**config.mk**
```make
export PLATFORM = sky130hd
export DESIGN_NAME = crt_mem_arb_flat
export DESIGN_NICKNAME = d
export VERILOG_FILES = /design/src/rtl/crt_mem_arb_if.sv /design/src/rtl/crt_mem_arb.sv /design/src/flat_wrapper.sv
export SDC_FILE = /design/constraint.sdc
export NUM_CORES = 1
export LEC_CHECK = 0
export CAP_MARGIN = 20
export CORE_MARGIN = 5
export CORE_UTILIZATION = 45
export CTS_BUF_LIST = sky130_fd_sc_hd__clkbuf_2 sky130_fd_sc_hd__clkbuf_4 sky130_fd_sc_hd__clkbuf_8
export CTS_CLUSTER_SIZE = 16
export DETAILED_ROUTE_END_ITERATION = 10
export MAX_ROUTING_LAYER = met4
export PLACE_DENSITY_LB_ADDON = 0.05
export SYNTH_ARGS = -nofsm -noshare
export SYNTH_HDL_FRONTEND = slang
export SYNTH_SLANG_ARGS = --single-unit
```
**constraint.sdc**
```tcl
create_clock -name mem_clk -period 3.1 [get_ports mem_clk]
set_clock_uncertainty 0.1 [all_clocks]
set_input_delay 0.62 -clock mem_clk [delete_from_list [all_inputs] [get_ports mem_clk]]
set_output_delay 0.62 -clock mem_clk [all_outputs]
set_load 0.005 [all_outputs]
```
**src/rtl/crt_mem_arb_if.sv**
```systemverilog
`default_nettype none
// ============================================================================
// Module   : crt_mem_arb_if
// Brief    : Request/grant and memory burst handshake bundle for crt_mem_arb.
// Revision : 1.0
// ============================================================================
interface crt_mem_arb_if;
    logic       crt_req;
    logic       crt_urgent;
    logic       sync_crt_line_end;
    logic       cpu_req;
    logic       de_req;
    logic       mem_rdy;
    logic       mem_dval;
    logic       crt_gnt;
    logic       cpu_gnt;
    logic       de_gnt;
    logic       mem_start;
    logic [4:0] mem_len;
    logic       crt_ff_write;
    logic       burst_done;
    logic       busy;

    // Requestor / memory side
    modport master (
        output crt_req, crt_urgent, sync_crt_line_end, cpu_req, de_req,
        output mem_rdy, mem_dval,
        input  crt_gnt, cpu_gnt, de_gnt, mem_start, mem_len,
        input  crt_ff_write, burst_done, busy
    );

    // Arbiter side
    modport slave (
        input  crt_req, crt_urgent, sync_crt_line_end, cpu_req, de_req,
        input  mem_rdy, mem_dval,
        output crt_gnt, cpu_gnt, de_gnt, mem_start, mem_len,
        output crt_ff_write, burst_done, busy
    );
endinterface
`default_nettype wire

```
**src/rtl/crt_mem_arb.sv**
```systemverilog
`default_nettype none
// ============================================================================
// Module   : crt_mem_arb
// Brief    : CRT / CPU / drawing-engine memory burst arbiter with DE starvation
//            promotion and CRT line-end abort.
// Revision : 1.0
// ============================================================================
module crt_mem_arb #(
    parameter int CRT_BURST = 16,
    parameter int DE_BURST  = 8,
    parameter int STARVE    = 32
) (
    input  logic         mem_clk,
    input  logic         hreset,
    crt_mem_arb_if.slave bus
);
    localparam int                c_SW         = $clog2(STARVE + 1);
    localparam logic [1:0]        c_IDLE       = 2'd0;
    localparam logic [1:0]        c_START      = 2'd1;
    localparam logic [1:0]        c_XFER       = 2'd2;
    localparam logic [1:0]        c_DONE       = 2'd3;
    localparam logic [1:0]        c_OWN_NONE   = 2'd0;
    localparam logic [1:0]        c_OWN_CRT    = 2'd1;
    localparam logic [1:0]        c_OWN_CPU    = 2'd2;
    localparam logic [1:0]        c_OWN_DE     = 2'd3;
    localparam logic [4:0]        c_CRT_LEN    = CRT_BURST[4:0];
    localparam logic [4:0]        c_DE_LEN     = DE_BURST[4:0];
    localparam logic [c_SW-1:0]   c_STARVE_MAX = STARVE[c_SW-1:0];

    logic [1:0]      state_q, state_d;
    logic [1:0]      owner_q, owner_d;
    logic [4:0]      len_q, len_d;
    logic [4:0]      cnt_q, cnt_d;
    logic [c_SW-1:0] starve_q, starve_d;
    logic            abort_q, abort_d;

    logic            crt_gnt_q, crt_gnt_d;
    logic            cpu_gnt_q, cpu_gnt_d;
    logic            de_gnt_q, de_gnt_d;
    logic            mem_start_q, mem_start_d;
    logic [4:0]      mem_len_q, mem_len_d;
    logic            crt_ff_write_q, crt_ff_write_d;
    logic            burst_done_q, burst_done_d;
    logic            busy_q, busy_d;

    logic [1:0]      w_winner;
    logic            w_abort_set;

    // A line end seen while idle suppresses any CRT win for that cycle only.
    always_comb begin
        w_winner = c_OWN_NONE;
        if (bus.crt_urgent && !bus.sync_crt_line_end) begin
            w_winner = c_OWN_CRT;
        end else if (bus.de_req && (starve_q >= c_STARVE_MAX)) begin
            w_winner = c_OWN_DE;
        end else if (bus.cpu_req) begin
            w_winner = c_OWN_CPU;
        end else if (bus.crt_req && !bus.sync_crt_line_end) begin
            w_winner = c_OWN_CRT;
        end else if (bus.de_req) begin
            w_winner = c_OWN_DE;
        end
    end

    assign w_abort_set = bus.sync_crt_line_end && (owner_q == c_OWN_CRT) &&
                         ((state_q == c_START) || (state_q == c_XFER));

    always_ff @(posedge mem_clk or posedge hreset) begin
        if (hreset) begin
            state_q        <= c_IDLE;
            owner_q        <= c_OWN_NONE;
            len_q          <= 5'd0;
            cnt_q          <= 5'd0;
            starve_q       <= '0;
            abort_q        <= 1'b0;
            crt_gnt_q      <= 1'b0;
            cpu_gnt_q      <= 1'b0;
            de_gnt_q       <= 1'b0;
            mem_start_q    <= 1'b0;
            mem_len_q      <= 5'd0;
            crt_ff_write_q <= 1'b0;
            burst_done_q   <= 1'b0;
            busy_q         <= 1'b0;
        end else begin
            state_q        <= state_d;
            owner_q        <= owner_d;
            len_q          <= len_d;
            cnt_q          <= cnt_d;
            starve_q       <= starve_d;
            abort_q        <= abort_d;
            crt_gnt_q      <= crt_gnt_d;
            cpu_gnt_q      <= cpu_gnt_d;
            de_gnt_q       <= de_gnt_d;
            mem_start_q    <= mem_start_d;
            mem_len_q      <= mem_len_d;
            crt_ff_write_q <= crt_ff_write_d;
            burst_done_q   <= burst_done_d;
            busy_q         <= busy_d;
        end
    end

    always_comb begin
        state_d = state_q;
        owner_d = owner_q;
        len_d   = len_q;
        cnt_d   = cnt_q;
        abort_d = abort_q;
        case (state_q)
            c_IDLE: begin
                cnt_d   = 5'd0;
                abort_d = 1'b0;
                if (w_winner != c_OWN_NONE) begin
                    state_d = c_START;
                    owner_d = w_winner;
                    case (w_winner)
                        c_OWN_CRT: len_d = c_CRT_LEN;
                        c_OWN_DE:  len_d = c_DE_LEN;
                        default:   len_d = 5'd1;
                    endcase
                end
            end
            c_START: begin
                if (w_abort_set) begin
                    abort_d = 1'b1;
                end
                if (bus.mem_rdy) begin
                    state_d = c_XFER;
                end
            end
            c_XFER: begin
                if (w_abort_set) begin
                    abort_d = 1'b1;
                end
                if (bus.mem_dval) begin
                    cnt_d = cnt_q + 5'd1;
                    if (cnt_q == (len_q - 5'd1)) begin
                        state_d = c_DONE;
                    end
                end
            end
            default: begin
                state_d = c_IDLE;
                owner_d = c_OWN_NONE;
                abort_d = 1'b0;
            end
        endcase

        // Starvation age of a pending DE request; frozen at zero while DE owns the bus.
        starve_d = starve_q;
        if (!bus.de_req) begin
            starve_d = '0;
        end else if ((state_q == c_IDLE) && (w_winner == c_OWN_DE)) begin
            starve_d = '0;
        end else if (owner_q == c_OWN_DE) begin
            starve_d = '0;
        end else if (starve_q < c_STARVE_MAX) begin
            starve_d = starve_q + c_SW'(1);
        end
    end

    always_comb begin
        crt_gnt_d      = (state_d != c_IDLE) && (owner_d == c_OWN_CRT);
        cpu_gnt_d      = (state_d != c_IDLE) && (owner_d == c_OWN_CPU);
        de_gnt_d       = (state_d != c_IDLE) && (owner_d == c_OWN_DE);
        mem_start_d    = (state_q == c_START) && bus.mem_rdy;
        mem_len_d      = mem_start_d ? len_q : 5'd0;
        crt_ff_write_d = (state_q == c_XFER) && bus.mem_dval && (owner_q == c_OWN_CRT) &&
                         !abort_q && !w_abort_set;
        burst_done_d   = (state_d == c_DONE);
        busy_d         = (state_d != c_IDLE);
    end

    assign bus.crt_gnt      = crt_gnt_q;
    assign bus.cpu_gnt      = cpu_gnt_q;
    assign bus.de_gnt       = de_gnt_q;
    assign bus.mem_start    = mem_start_q;
    assign bus.mem_len      = mem_len_q;
    assign bus.crt_ff_write = crt_ff_write_q;
    assign bus.burst_done   = burst_done_q;
    assign bus.busy         = busy_q;
endmodule
`default_nettype wire

```
**src/flat_wrapper.sv**
```systemverilog
// flat-port wrapper written by rule: the top's interface ports become plain ports
module crt_mem_arb_flat 
#(
    parameter int CRT_BURST = 16,
    parameter int DE_BURST  = 8,
    parameter int STARVE    = 32
)
  (mem_clk, hreset, bus_crt_req, bus_crt_urgent, bus_sync_crt_line_end, bus_cpu_req, bus_de_req, bus_mem_rdy, bus_mem_dval, bus_crt_gnt, bus_cpu_gnt, bus_de_gnt, bus_mem_start, bus_mem_len, bus_crt_ff_write, bus_burst_done, bus_busy);
  crt_mem_arb_if bus_i ();
  input  logic mem_clk;
  input  logic hreset;
  input wire logic [$bits(bus_i.crt_req)-1:0] bus_crt_req;
  input wire logic [$bits(bus_i.crt_urgent)-1:0] bus_crt_urgent;
  input wire logic [$bits(bus_i.sync_crt_line_end)-1:0] bus_sync_crt_line_end;
  input wire logic [$bits(bus_i.cpu_req)-1:0] bus_cpu_req;
  input wire logic [$bits(bus_i.de_req)-1:0] bus_de_req;
  input wire logic [$bits(bus_i.mem_rdy)-1:0] bus_mem_rdy;
  input wire logic [$bits(bus_i.mem_dval)-1:0] bus_mem_dval;
  output wire logic [$bits(bus_i.crt_gnt)-1:0] bus_crt_gnt;
  output wire logic [$bits(bus_i.cpu_gnt)-1:0] bus_cpu_gnt;
  output wire logic [$bits(bus_i.de_gnt)-1:0] bus_de_gnt;
  output wire logic [$bits(bus_i.mem_start)-1:0] bus_mem_start;
  output wire logic [$bits(bus_i.mem_len)-1:0] bus_mem_len;
  output wire logic [$bits(bus_i.crt_ff_write)-1:0] bus_crt_ff_write;
  output wire logic [$bits(bus_i.burst_done)-1:0] bus_burst_done;
  output wire logic [$bits(bus_i.busy)-1:0] bus_busy;
  assign bus_i.crt_req = bus_crt_req;
  assign bus_i.crt_urgent = bus_crt_urgent;
  assign bus_i.sync_crt_line_end = bus_sync_crt_line_end;
  assign bus_i.cpu_req = bus_cpu_req;
  assign bus_i.de_req = bus_de_req;
  assign bus_i.mem_rdy = bus_mem_rdy;
  assign bus_i.mem_dval = bus_mem_dval;
  assign bus_crt_gnt = bus_i.crt_gnt;
  assign bus_cpu_gnt = bus_i.cpu_gnt;
  assign bus_de_gnt = bus_i.de_gnt;
  assign bus_mem_start = bus_i.mem_start;
  assign bus_mem_len = bus_i.mem_len;
  assign bus_crt_ff_write = bus_i.crt_ff_write;
  assign bus_burst_done = bus_i.burst_done;
  assign bus_busy = bus_i.busy;
  crt_mem_arb #(.CRT_BURST(CRT_BURST), .DE_BURST(DE_BURST), .STARVE(STARVE)) u_core (.mem_clk(mem_clk), .hreset(hreset), .bus(bus_i));
endmodule
```
Yosys cells after proc, flatten, opt, wreduce, memory -nomap -nowiden
Index checks and enable logic that the tools add are counted.
Cells by class
  add/subtract/negate cells: 3
  $lt $le $gt $ge: 2
  equality and inequality tests: 14
  mux-type cells: 22
  reductions and logical operators: 25
Operators by type and width (number)
  2-to-1 mux 6 bit: 4
  2-to-1 mux 2 bit: 10
  case mux 5 bit (2 select lines): 2
  logical AND 1 bit: 14
  equality test 2 bit (second input constant): 6
  2-to-1 mux 5 bit: 2
  equality test 2 x 1 -> 1 bit (second input constant): 4
  adder 6 x 1 -> 6 bit (second input constant): 1
  greater-or-equal comparator 6 bit (second input constant): 1
  less-than comparator 6 bit (second input constant): 1
  case mux 2 bit (3 select lines): 1
  nonzero test 2 bit: 3
  adder 5 x 1 -> 5 bit (second input constant): 1
  equality test 5 bit: 1
  subtractor 5 x 1 -> 5 bit (second input constant): 1
  != test 4 x 1 -> 1 bit (second input constant): 1
  case mux 2 bit (2 select lines): 1
  AND reduction 2 bit: 2
  zero test 1 bit: 3
  zero test 2 bit: 1
  2-to-1 mux 1 bit: 2
  != test 2 x 1 -> 1 bit (second input constant): 1
  != test 2 bit (second input constant): 1
  OR reduction 2 bit: 1
  logical OR 1 bit: 1
Storage, ports and cells
  register bits: 33
  bits of input ports: 9
  word-level logic and storage cells: 80

Longest topological paths before layout
  word-level depth: 11
  depth in mapped cells: 9
  depth with buffers taken out: 8

Least setup slack after synthesis
Ideal clock, no wire load.
  kind: reg2reg
  start point: reg u_core.state_q[0]
  end point: reg u_core.cpu_gnt_q (netlist: u_core.bus.cpu_gnt)
  library setup time: 0.120 ns
  data arrival time: 1.781 ns
  setup slack: 1.099 ns
  cell stages (with the launch flop): 10
  path buffers: 1
  path through: dfrtp_1 inv_1 ha_1 clkbuf_1 nor2_1 o21ai_0 a221oi_2 a21o_1 inv_2 and3_1
Between the ends
  word-level cells in the longest chain between the ends: 5
Ends and longest elaborated chain
  start, declared: line crt_mem_arb.sv:30  | logic [1:0] state_q, state_d;
  start signal, assigned: line crt_mem_arb.sv:70  | state_q <= c_IDLE;
  start signal, assigned: line crt_mem_arb.sv:85  | state_q <= state_d;
  2-to-1 mux 2 bit: line crt_mem_arb.sv:136  | if (cnt_q == (len_q - 5'd1)) begin
  2-to-1 mux 2 bit: line crt_mem_arb.sv:134  | if (bus.mem_dval) begin
  case mux 2 bit (3 select lines) (*): line crt_mem_arb.sv:108  | case (state_q)
  nonzero test 2 bit (*)
  via u_core.busy_d: line crt_mem_arb.sv:44  | logic busy_q, busy_d;
  logical AND 1 bit (*): line crt_mem_arb.sv:163  | cpu_gnt_d = (state_d != c_IDLE) && (owner_d == c_OWN_CPU);
  via u_core.cpu_gnt_d: line crt_mem_arb.sv:38  | logic cpu_gnt_q, cpu_gnt_d;
  end signal, assigned: line crt_mem_arb.sv:92  | cpu_gnt_q <= cpu_gnt_d;
  end, declared: line crt_mem_arb.sv:38
Mark *: on every way through the listed nets, which the timed path passes. The rest lies on a longest branch.
A chain may end at the register's enable or synchronous reset.

Worst setup path after layout
  start point: reg u_core.state_q[1]
  end point: reg u_core.cpu_gnt_q (netlist: u_core.bus.cpu_gnt)
Same word-level chain as after synthesis.

==> metrics.md <==
| Metric | Value |
|---|---|
| Most common cell after layout, fill and taps aside | `dfrtp_1` |
| Buffers added on ports | `18` |
| Gr usage total | `roughly 15%` |
| Clk sinks | `29` |
| Peak Freq | `approximately 0.43 GHz` |
| YS warnings | `0` |
| Placed cells | `199` |
| Net Sw Frac | `between 30% and 40%` |
| Mapped Cells | `140` |
| Worst Path Required | `approximately 3200 ps` |
| Vias | `1098` |
| Final nets | `179` |
| Synth unique cells | `40` |
| Syn-to-layout area delta | `19.22%` |
| Psw | `0.0005027 W` |
| Gpl congestion | `0.8299` |
| Post-layout min period | `about 2300 ps` |
| Worst path arrival time | `2420 ps` |
| R2R cell count | `8` |
| CP max FO | `13` |
| Worst Hold End | `u_core.bus.crt_ff_write` |
| Final setup viols | `0` |
| Sequential share of the synthesized area | `50.00%` |
| Sequential Power Share | `between 40% and 50%` |
| Post-route ant nets | `0` |
| Synth Register Bits | `29` |
| Combinational fraction of design power | `a little over two fifths` |
| Critical path class | `flip-flop to flip-flop` |
| Clock Latency Late Sink | `roughly 330 ps` |
| CTS H-tree lvls | `2` |
| Hold Fails Final Rpt | `0` |
| Clock transition at the registers of the reported paths | `approximately 90 ps` |
| Total CTS buffers | `5` |
| Hpwl dp | `between 1.5 and 2 mm` |
| Setup TNS | `0 ps` |
| Hold Path Depth | `1` |
| Outcome | `finished clean` |
| Min-delay src | `u_core.abort_q` |
| Drt first-iter violations | `just over 60` |
| Largest net degree at the start of global routing | `30` |
| R2r setup slk | `790 ps` |
| Cell Rows | `20` |
| RSZ-0062 raised after global routing | `false` |
| PostCTS Resize Cnt | `0` |
| Post-synthesis average cell area | `~10 µm²` |
| Die Wd | `approximately 67 µm` |
| Vias in the first global route | `around 1.1k` |
| Pwr Total | `about 0.0014 W` |
| Core Area | `~3100 µm²` |
| CTS tree | `yes` |
| Die H | `between 60 and 70 µm` |
| Initial Utilization | `between 40 and 50%` |
| Startpoint Class | `flip-flop` |
| DRT Pass-1 Iters | `4` |
| Die Area | `4461 µm²` |
| Crit. End Element | `flip-flop` |
| RR Startpoint | `u_core.state_q[1]` |
| Max clock buf depth | `2` |
| Postcts setup bufs | `0` |
| Vias/cell | `roughly 5.3` |
| Int Pwr | `around 0.00088 W` |
| FF-to-FF End | `u_core.bus.cpu_gnt` |
| Layout cells sized above 1 | `8.025%` |
| Hold_buf cts | `0` |
| Number of remaining DRC errors | `0` |
| Max-slew violations | `0` |
| Total global routing overflow | `0` |
| Commonest cells after routing, fill and taps aside | `29 x dfrtp_1, 18 x clkdlybuf4s50_1, 16 x nor2_1` |
| Lkg Pwr | `~0.8 nW` |
| Inserted Diodes | `0` |
| First-pass GRT wire length | `roughly 4.7 mm` |
| Final period util | `74.38%` |
| Pwr Density | `around 800 nW/µm²` |
| Mapped Area | `between 1000 and 1500 µm²` |
| Initial antenna violation count | `0` |
| Clock root cell | `clkbuf_4` |
| Max-cap viol count | `0` |
| VDD IR-drop max | `about 0.0004 V` |
| Non-Filler Instances | `206` |
| Clk pwr share | `17.3%` |
| IO Count | `21` |
| Hold Path Class | `flip-flop to flip-flop` |
| Drt wl/cell | `13.08 µm` |
| Post-Route WL | `between 2 and 3 mm` |
[power groups by stage]
stage	Clock [W]	Sequential [W]	Combinational, W
after detailed placement	0	0.000568	0.000589
after CTS	0.000250	0.000561	0.000593
after global placement	0	0.000565	0.000579
final	0.000239	0.000560	0.000584
after global routing	0.000268	0.000576	0.000663
after floorplan	0	0.000554	0.000423
[metal layers]
layer / global-route usage [%] / routed length (µm) / up-vias
met5: - / 0 / -
met4: 10.66 / 68 / 0
met3: 4.553 / 187 / 8
met2: 22.77 / 1208 / 38
met1: 16.52 / 1230 / 520
li1: - / - / 532
[worst max-delay path: stages, from the launching register on]
cell,delay (ps)
dfrtp_1,460
inv_1,90
ha_1,350
nor2_1,280
o21ai_0,160
a221oi_2,320
a21o_1,220
inv_2,40
and3_1,160
[final cells by class]
| type | count | area, µm² |
|---|---|---|
| Multi-Input combinational cell | 95 | 658.1 |
| Tap cell | 44 | 55.05 |
| Fill cell | 281 | 1348 |
| Sequential cell | 29 | 725.7 |
| Timing Repair Buffer | 19 | 187.7 |
| Clock buffer | 7 | 58.81 |
| Inverter | 12 | 45.04 |
[synthesized netlist by cell type (all sizes together)]
| master | instances | share of area, % |
|---|---|---|
| a221oi | 2 | 2.1 |
| conb | 1 | 0.26 |
| xor2 | 2 | 1.2 |
| a22oi | 2 | 1.0 |
| nand4b | 1 | 0.60 |
| a21oi | 3 | 1.0 |
| nor2b | 3 | 1.3 |
| a22o | 1 | 0.60 |
| nand3 | 2 | 0.69 |
| and2 | 1 | 0.43 |
| nand4 | 2 | 0.86 |
| nand2 | 9 | 2.3 |
| xor3 | 1 | 1.6 |
| nor3 | 3 | 1.0 |
| a21boi | 1 | 0.52 |
| a2111oi | 2 | 1.6 |
| a32o | 1 | 0.69 |
| a21o | 2 | 1.0 |
| o211a | 2 | 1.4 |
| a31oi | 1 | 0.43 |
| and3 | 6 | 2.6 |
| o21a | 1 | 0.52 |
| a31o | 1 | 0.60 |
| or4b | 1 | 0.69 |
| clkbuf | 3 | 0.78 |
| dfrtp | 29 | 50 |
| ha | 8 | 6.9 |
| o22ai | 1 | 0.43 |
| nor2 | 16 | 4.1 |
| o21ai | 9 | 3.1 |
| nand2b | 1 | 0.43 |
| o211ai | 1 | 0.52 |
| o221ai | 1 | 0.60 |
| mux2i | 2 | 1.4 |
| buf | 2 | 1.0 |
| xnor2 | 4 | 2.4 |
| inv | 12 | 3.1 |
[logic make-up after synthesis]
kind of cell               after synthesis  share of synthesized area, %
other                                    1                        0.2584
muxes                                    2                         1.379
xor gates and xnor gates                 7                         5.258
DFF                                     29                         50.00
buffers and inverters                   17                         4.913
AOI/OAI and AO/OA                       31                         16.21
and+or+nand+nor                         45                         15.09
adders and majority gates                8                         6.897
[per-stage QoR]
step | area (µm²) | util [%] | setup slack (ps) | hold slack, ps
finish | 1730 | 56.22 | 794.1 | 370.8
global route | 1730 | 56.22 | 592.3 | 390.2
CTS | 1730 | 56.22 | 761.4 | 370.4
detailed placement | 1672 | 54.31 | 585.7 | 352.4
global placement | 1672 | 54.31 | 658.7 | 358.9
floorplan | 1455 | - | 1099 | 316.0
[registers in the layout, indices dropped and copies added, names as in the netlist, 2 cells and up]
signal and flops:
u_core.len_q 3, u_core.cnt_q 5, u_core.bus.mem_len 3, u_core.owner_q 2, u_core.state_q 2, u_core.starve_q 6
[worst max-delay path by stage]
stage	startpoint	endpoint	slack (ps)	cells after the start
global route	u_core.state_q[0]	u_core.bus.cpu_gnt	590	8
detailed placement	bus_sync_crt_line_end	u_core.bus.cpu_gnt	590	6
finish	u_core.state_q[1]	u_core.bus.cpu_gnt	790	8
CTS	u_core.state_q[0]	u_core.bus.cpu_gnt	760	8
floorplan	u_core.state_q[0]	u_core.bus.cpu_gnt	1100	9
global placement	bus_sync_crt_line_end	u_core.bus.cpu_gnt	660	6
Note: power is estimated with default switching activity, not from simulation.
